--- config.mk ---
export PLATFORM = sky130hd
export DESIGN_NAME = can_error_ctrl
export DESIGN_NICKNAME = d
export VERILOG_FILES = /design/src/rtl/can_pkg.sv /design/src/rtl/can_err_prio.sv /design/src/rtl/can_error_ctrl.sv
export SDC_FILE = /design/constraint.sdc
export NUM_CORES = 1
export LEC_CHECK = 0
export CAP_MARGIN = 20
export CORE_ASPECT_RATIO = 0.9
export CORE_MARGIN = 2
export CORE_UTILIZATION = 50
export DETAILED_ROUTE_END_ITERATION = 10
export PLACE_DENSITY_LB_ADDON = 0.12
export SLEW_MARGIN = 20
export SYNTH_ARGS = -nofsm -noshare
export SYNTH_HDL_FRONTEND = slang
export SYNTH_SLANG_ARGS = --single-unit
--- constraint.sdc ---
create_clock -name clock -period 5 [get_ports clock]
set_clock_uncertainty 0.05 [all_clocks]
set_input_delay 0.5 -clock clock [delete_from_list [all_inputs] [get_ports clock]]
set_output_delay 0.5 -clock clock [all_outputs]
set_load 0.01 [all_outputs]
--- src/rtl/can_pkg.sv ---
// Shared types and constants for the CAN receive-path error controller.
package can_pkg;

  typedef enum logic [1:0] {
    MONITOR = 2'd0,
    FLAG    = 2'd1,
    WAIT    = 2'd2,
    DELIM   = 2'd3
  } can_err_state_t;

  localparam logic [2:0] ERR_NONE  = 3'd0;
  localparam logic [2:0] ERR_BIT   = 3'd1;
  localparam logic [2:0] ERR_STUFF = 3'd2;
  localparam logic [2:0] ERR_FORM  = 3'd3;
  localparam logic [2:0] ERR_CRC   = 3'd4;
  localparam logic [2:0] ERR_ACK   = 3'd5;
  localparam logic [2:0] ERR_EOF   = 3'd6;

  localparam logic [7:0] REC_SAT      = 8'd255;
  localparam logic [7:0] REC_SUCCESS  = 8'd120;
  localparam logic [7:0] REC_STEP     = 8'd8;
  localparam logic [7:0] REC_DECAY_TH = 8'd128;

  function automatic logic rec_is_passive(input logic [7:0] rec, input int unsigned th);
    return {24'd0, rec} >= th;
  endfunction

endpackage

--- src/rtl/can_err_prio.sv ---
// Priority encoder over the active-low checker outputs: bit > stuff > form > CRC > ACK > EOF.
module can_err_prio
  import can_pkg::*;
(
  input  logic       i_bit_n,
  input  logic       i_stuff_n,
  input  logic       i_form_n,
  input  logic       i_crc_n,
  input  logic       i_ack_n,
  input  logic       i_eof_n,
  output logic [2:0] o_code
);

  always_comb begin
    o_code = ERR_NONE;
    if (!i_bit_n)        o_code = ERR_BIT;
    else if (!i_stuff_n) o_code = ERR_STUFF;
    else if (!i_form_n)  o_code = ERR_FORM;
    else if (!i_crc_n)   o_code = ERR_CRC;
    else if (!i_ack_n)   o_code = ERR_ACK;
    else if (!i_eof_n)   o_code = ERR_EOF;
  end

endmodule

--- src/rtl/can_error_ctrl.sv ---
// CAN receive-path error controller: error-frame sequencing, REC and error-passive tracking.
//   state   | meaning
//   MONITOR | normal reception, watching checkers and Frame_Ok
//   FLAG    | driving the error flag (dominant unless error-passive)
//   WAIT    | waiting out flag superposition, penalising dominant bits
//   DELIM   | counting recessive delimiter bits
module can_error_ctrl
  import can_pkg::*;
#(
  parameter int FLAG_LEN   = 6,
  parameter int DELIM_LEN  = 8,
  parameter int PASSIVE_TH = 128
) (
  input  logic       clock,
  input  logic       reset,
  input  logic       SP,
  input  logic       RX,
  input  logic       Bit_Error,
  input  logic       Stuff_Error,
  input  logic       Form_Error,
  input  logic       CRC_Error,
  input  logic       ACK_Error,
  input  logic       EOF_Error,
  input  logic       Frame_Ok,
  output logic       TX_Err,
  output logic       Chk_Clear,
  output logic [2:0] Err_Code,
  output logic       Err_Passive,
  output logic [7:0] REC,
  output logic       Err_Busy
);

  localparam logic [3:0] LP_FLAG_LAST  = 4'(FLAG_LEN - 1);
  localparam logic [3:0] LP_DELIM_LAST = 4'(DELIM_LEN - 1);

  can_err_state_t r_state, w_state_nxt;
  logic [3:0] r_cnt, w_cnt_nxt;
  logic [7:0] r_rec, w_rec_nxt;
  logic [2:0] r_code, w_code_nxt;
  logic       r_clear, w_clear_nxt;
  logic       r_fpass, w_fpass_nxt;
  logic       r_dom_seen, w_dom_seen_nxt;

  logic [2:0] w_err_code;
  logic [7:0] w_rec_inc;
  logic [8:0] w_rec_sum8;
  logic [7:0] w_rec_add8;

  can_err_prio u_prio (
    .i_bit_n   (Bit_Error),
    .i_stuff_n (Stuff_Error),
    .i_form_n  (Form_Error),
    .i_crc_n   (CRC_Error),
    .i_ack_n   (ACK_Error),
    .i_eof_n   (EOF_Error),
    .o_code    (w_err_code)
  );

  assign w_rec_inc  = (r_rec == REC_SAT) ? REC_SAT : r_rec + 8'd1;
  assign w_rec_sum8 = {1'b0, r_rec} + {1'b0, REC_STEP};
  assign w_rec_add8 = w_rec_sum8[8] ? REC_SAT : w_rec_sum8[7:0];

  always_comb begin
    w_state_nxt    = r_state;
    w_cnt_nxt      = r_cnt;
    w_rec_nxt      = r_rec;
    w_code_nxt     = r_code;
    w_clear_nxt    = 1'b0;
    w_fpass_nxt    = r_fpass;
    w_dom_seen_nxt = r_dom_seen;
    if (SP) begin
      case (r_state)
        MONITOR: begin
          if (w_err_code != ERR_NONE) begin
            w_code_nxt  = w_err_code;
            w_rec_nxt   = w_rec_inc;
            w_clear_nxt = 1'b1;
            w_state_nxt = FLAG;
            w_cnt_nxt   = 4'd0;
            w_fpass_nxt = rec_is_passive(w_rec_inc, PASSIVE_TH);
          end else if (Frame_Ok) begin
            if (r_rec >= REC_DECAY_TH) w_rec_nxt = REC_SUCCESS;
            else if (r_rec != 8'd0)    w_rec_nxt = r_rec - 8'd1;
          end
        end
        FLAG: begin
          if (r_cnt == LP_FLAG_LAST) begin
            w_state_nxt    = WAIT;
            w_cnt_nxt      = 4'd0;
            w_dom_seen_nxt = 1'b0;
          end else begin
            w_cnt_nxt = r_cnt + 4'd1;
          end
        end
        WAIT: begin
          // cnt tracks dominant bits after the first one, in groups of eight
          if (RX) begin
            w_state_nxt = DELIM;
            w_cnt_nxt   = 4'd1;
          end else if (!r_dom_seen) begin
            w_rec_nxt      = w_rec_add8;
            w_dom_seen_nxt = 1'b1;
            w_cnt_nxt      = 4'd0;
          end else if (r_cnt == 4'd7) begin
            w_rec_nxt = w_rec_add8;
            w_cnt_nxt = 4'd0;
          end else begin
            w_cnt_nxt = r_cnt + 4'd1;
          end
        end
        DELIM: begin
          if (!RX) begin
            w_code_nxt  = ERR_FORM;
            w_rec_nxt   = w_rec_inc;
            w_clear_nxt = 1'b1;
            w_state_nxt = FLAG;
            w_cnt_nxt   = 4'd0;
            w_fpass_nxt = rec_is_passive(w_rec_inc, PASSIVE_TH);
          end else if (r_cnt == LP_DELIM_LAST) begin
            w_state_nxt = MONITOR;
            w_cnt_nxt   = 4'd0;
          end else begin
            w_cnt_nxt = r_cnt + 4'd1;
          end
        end
        default: w_state_nxt = MONITOR;
      endcase
    end
  end

  always_ff @(posedge clock) begin
    if (reset) begin
      r_state    <= MONITOR;
      r_cnt      <= 4'd0;
      r_rec      <= 8'd0;
      r_code     <= ERR_NONE;
      r_clear    <= 1'b0;
      r_fpass    <= 1'b0;
      r_dom_seen <= 1'b0;
    end else begin
      r_state    <= w_state_nxt;
      r_cnt      <= w_cnt_nxt;
      r_rec      <= w_rec_nxt;
      r_code     <= w_code_nxt;
      r_clear    <= w_clear_nxt;
      r_fpass    <= w_fpass_nxt;
      r_dom_seen <= w_dom_seen_nxt;
    end
  end

  assign TX_Err      = !((r_state == FLAG) && !r_fpass);
  assign Chk_Clear   = r_clear;
  assign Err_Code    = r_code;
  assign Err_Passive = rec_is_passive(r_rec, PASSIVE_TH);
  assign REC         = r_rec;
  assign Err_Busy    = (r_state != MONITOR);

endmodule
==> key figures <==
Layout
  – Number of filler cells placed in the layout: 328
  – Core Util, Final: 0.613
  – Area growth from synthesis to layout: 18.0%
  – Area of the multi-input gates: 1240 um2
  – Ant. Diodes: 0
  – Share of layout cells above drive strength 1: 0.0403
  – Nets: 272
  – Post-Layout Inst Area: 2070 um2
  – Register area: 400 um2
  – Final Non-Filler Cells: 292

Logic synthesis
  – Top FF cell, synth: dfxtp_1
  – Seq cells post-synth: 20
  – Mapped Avg Cell Area: 7.53 um2
  – Post-synth top area cell: dfxtp_1
  – Largest cells by area after synthesis: dfxtp_1 (23%), ha_1 (8.6%), o21ai_0 (4.3%)
  – Synth Warn #: 0
  – Post-synthesis cell area: 1750 um2
  – Top-count cell post-synth: dfxtp_1
  – Mapped Nets: 256
  – Post-synthesis cell type count: 57
  – Synth top area share: 0.228
  – Top cell types by occurrence after synthesis: dfxtp_1 (20), nor2_1 (19), nand2_1 (18)
  – Gate Count Post-Synth: 233
  – Share of synthesized registers carrying an async set or reset: 0
  – Sequential fraction of the synthesis area: 0.228
  – EDFF count, synth: 0

Drt
  – Vias: 1837
  – WL per Instance: 15.9 um
  – Routed WL: 4640 um
  – Drt drc: 0
  – Routed Antenna Nets: 0
  – DRT Pass-1 Iters: 8
  – Vias per std cell: 6.29
  – 1st-iter DRT viols: 163

Placement
  – GPL Wtd Cong: 0.911
  – I/O Buffers: 25
  – Area after DPL: 2000 um2
  – Placed cell count: 288
  – Detailed-placement wirelength estimate: 3300 um

Worst setup path
  – Critical path class: flop to flop
  – Critical-path cell with the highest stage delay: ha_1
  – Max FO, Critical Path: 22
  – Worst r2r src: r_state[0]
  – WP buf/inv: 1
  – CP top delay family: compound AO/OA/AOI/OAI gates
  – R2R Path End: REC[4]
  – CP peak stage delay: 0.67 ns
  – CP Capture Type: flop
  – Crit path cell chain: inv_1, ha_1, a21oi_1, o31ai_1, a211oi_2, and4b_1, a211oi_1
  – Critical Path End: REC[4]
  – Crit. Startpoint: r_state[0]
  – Worst path depth: 7
  – Worst EP required: 5.13 ns
  – Cell count of the worst reg-to-reg path: 7
  – CP startpoint kind: flop
  – CP arrival: 2.65 ns
  – Setup slack, reg-to-reg: 2.49 ns

STA
  – Worst slew pin tran: 0.755 ns
  – Final Cycle Share: 0.502
  – Final setup violation count: 0
  – Max_slew headroom: 0.496
  – Fmax: 398 MHz
  – Final-report hold violation count: 0
  – Final slew viol count: 0
  – Setup TNS: 0 ns
  – RSZ-0062 raised after global routing: false
  – Min Tclk post-route: 2.51 ns

Clock network
  – CTS H-Tree Depth: 1
  – Clk Latency, worst-skew pair: 0.27 ns
  – Post-CTS setup buffers: 0
  – CTS Sinks: 20
  – CTS clk-pin slew, worst paths: 0.09 ns
  – TritonCTS clock tree: built
  – CTS Buffer Depth: 2
  – # resized after CTS: 0
  – Clock Tree Root: clkbuf_8
  – Total clock buffers created by CTS: 3
  – CTS hold repair buffers: 0

Power
  – Pwr Total: 0.648 mW
  – P_leak: 0.726 nW
  – Pwr dens: 313 nW/um2
  – Max VDD drop: 0.201 mV

Global route
  – Global-route wire length before repair: 7670 um
  – Vias in the first global route: 1590
  – Largest net degree at the start of global routing: 23
  – Grt total ovfl: 0
  – Global Route Usage Sum: 0.246
  – Initial antenna violation count: 0

Floorplan
  – Die area: 4000 um2
  – Placement row count: 20
  – Core ar.: 3380 um2
  – Die X: 66.4 um
  – I/O Pins: 26
  – Initial Utilization: 0.519
  – Die H: 60.2 um

Worst hold path
  – Min-delay worst type: flop to flop

Outcome
  – Status: finished clean

Flow run
  – Max-capacitance violation count: 0
-- sequential cells by signal (all words and copies together) (netlist names) --
register	cells
Chk_Clear	1
Err_Code	3
REC	8
r_cnt	4
r_dom_seen	1
r_fpass	1
r_state	2
-- cells in the final DEF, fill, tap and decap left out, drive strengths merged, types with 7 or more instances in the layout --
cell type and n:
dfxtp 20, a211oi 7, nand2 18, ha 12, inv 15, a21oi 12, nor3 7, nor2 19
nand3 10, o21ai 16, a31oi 7, clkdlybuf4s50 25
-- routing by layer --
metal,share of wire,track usage,vias to the layer above
met5,0,0,-
met4,0.0067,0.0350,0
met3,0.074,0.0508,6
met2,0.43,0.367,77
met1,0.49,0.371,834
li1,-,-,920
-- cell type report --
class | instances | share of cell area
Tap cell | 44 | 0.0266
Clock buffer | 3 | 0.0199
Multi-Input combinational cell | 184 | 0.598
Timing Repair Buffer | 25 | 0.121
Sequential cell | 20 | 0.193
Inverter | 15 | 0.0272
Clock inverter | 1 | 0.0145
-- tightest hold or removal path: stages (launching register included) --
cell	delay, ns
dfxtp_1	0.33
mux2i_1	0.06
nor2_1	0.07
-- how the worst min path moves through the flow --
stage / start / to / cells after the start
after floorplan: r_fpass / r_fpass / 2
after global placement: r_fpass / r_fpass / 2
after detailed placement: r_fpass / r_fpass / 2
after CTS: r_fpass / r_fpass / 2
after global routing: Err_Code[1] / Err_Code[1] / 2
final: r_fpass / r_fpass / 2
-- per-stage QoR --
step	hold slack, ns	worst slack, ns
finish	0.445	2.49
detailed placement	0.427	2.36
floorplan	0.401	3.01
CTS	0.448	2.51
global route	0.501	2.20
global placement	0.422	2.40
-- report_power, final --
| part | total (mW) | internal, mW | switching [mW] |
|---|---|---|---|
| sequential | 0.215 | 0.178 | 0.0370 |
| clock | 0.167 | 0.107 | 0.0598 |
| combinational | 0.266 | 0.123 | 0.143 |
| total | 0.648 | 0.408 | 0.240 |
-- kinds of logic (layout without fill, tap and decap cells) --
logic type / after synthesis / count (layout) / share of synthesized area
simple gates: 86 / 86 / 0.263
compound gates: 81 / 81 / 0.330
buf+inv: 29 / 44 / 0.0663
flops: 20 / 20 / 0.228
fa+ha+maj: 12 / 12 / 0.0856
xor+xnor: 3 / 3 / 0.0150
mux: 2 / 2 / 0.0114
Power figures use the tool's default switching activity.
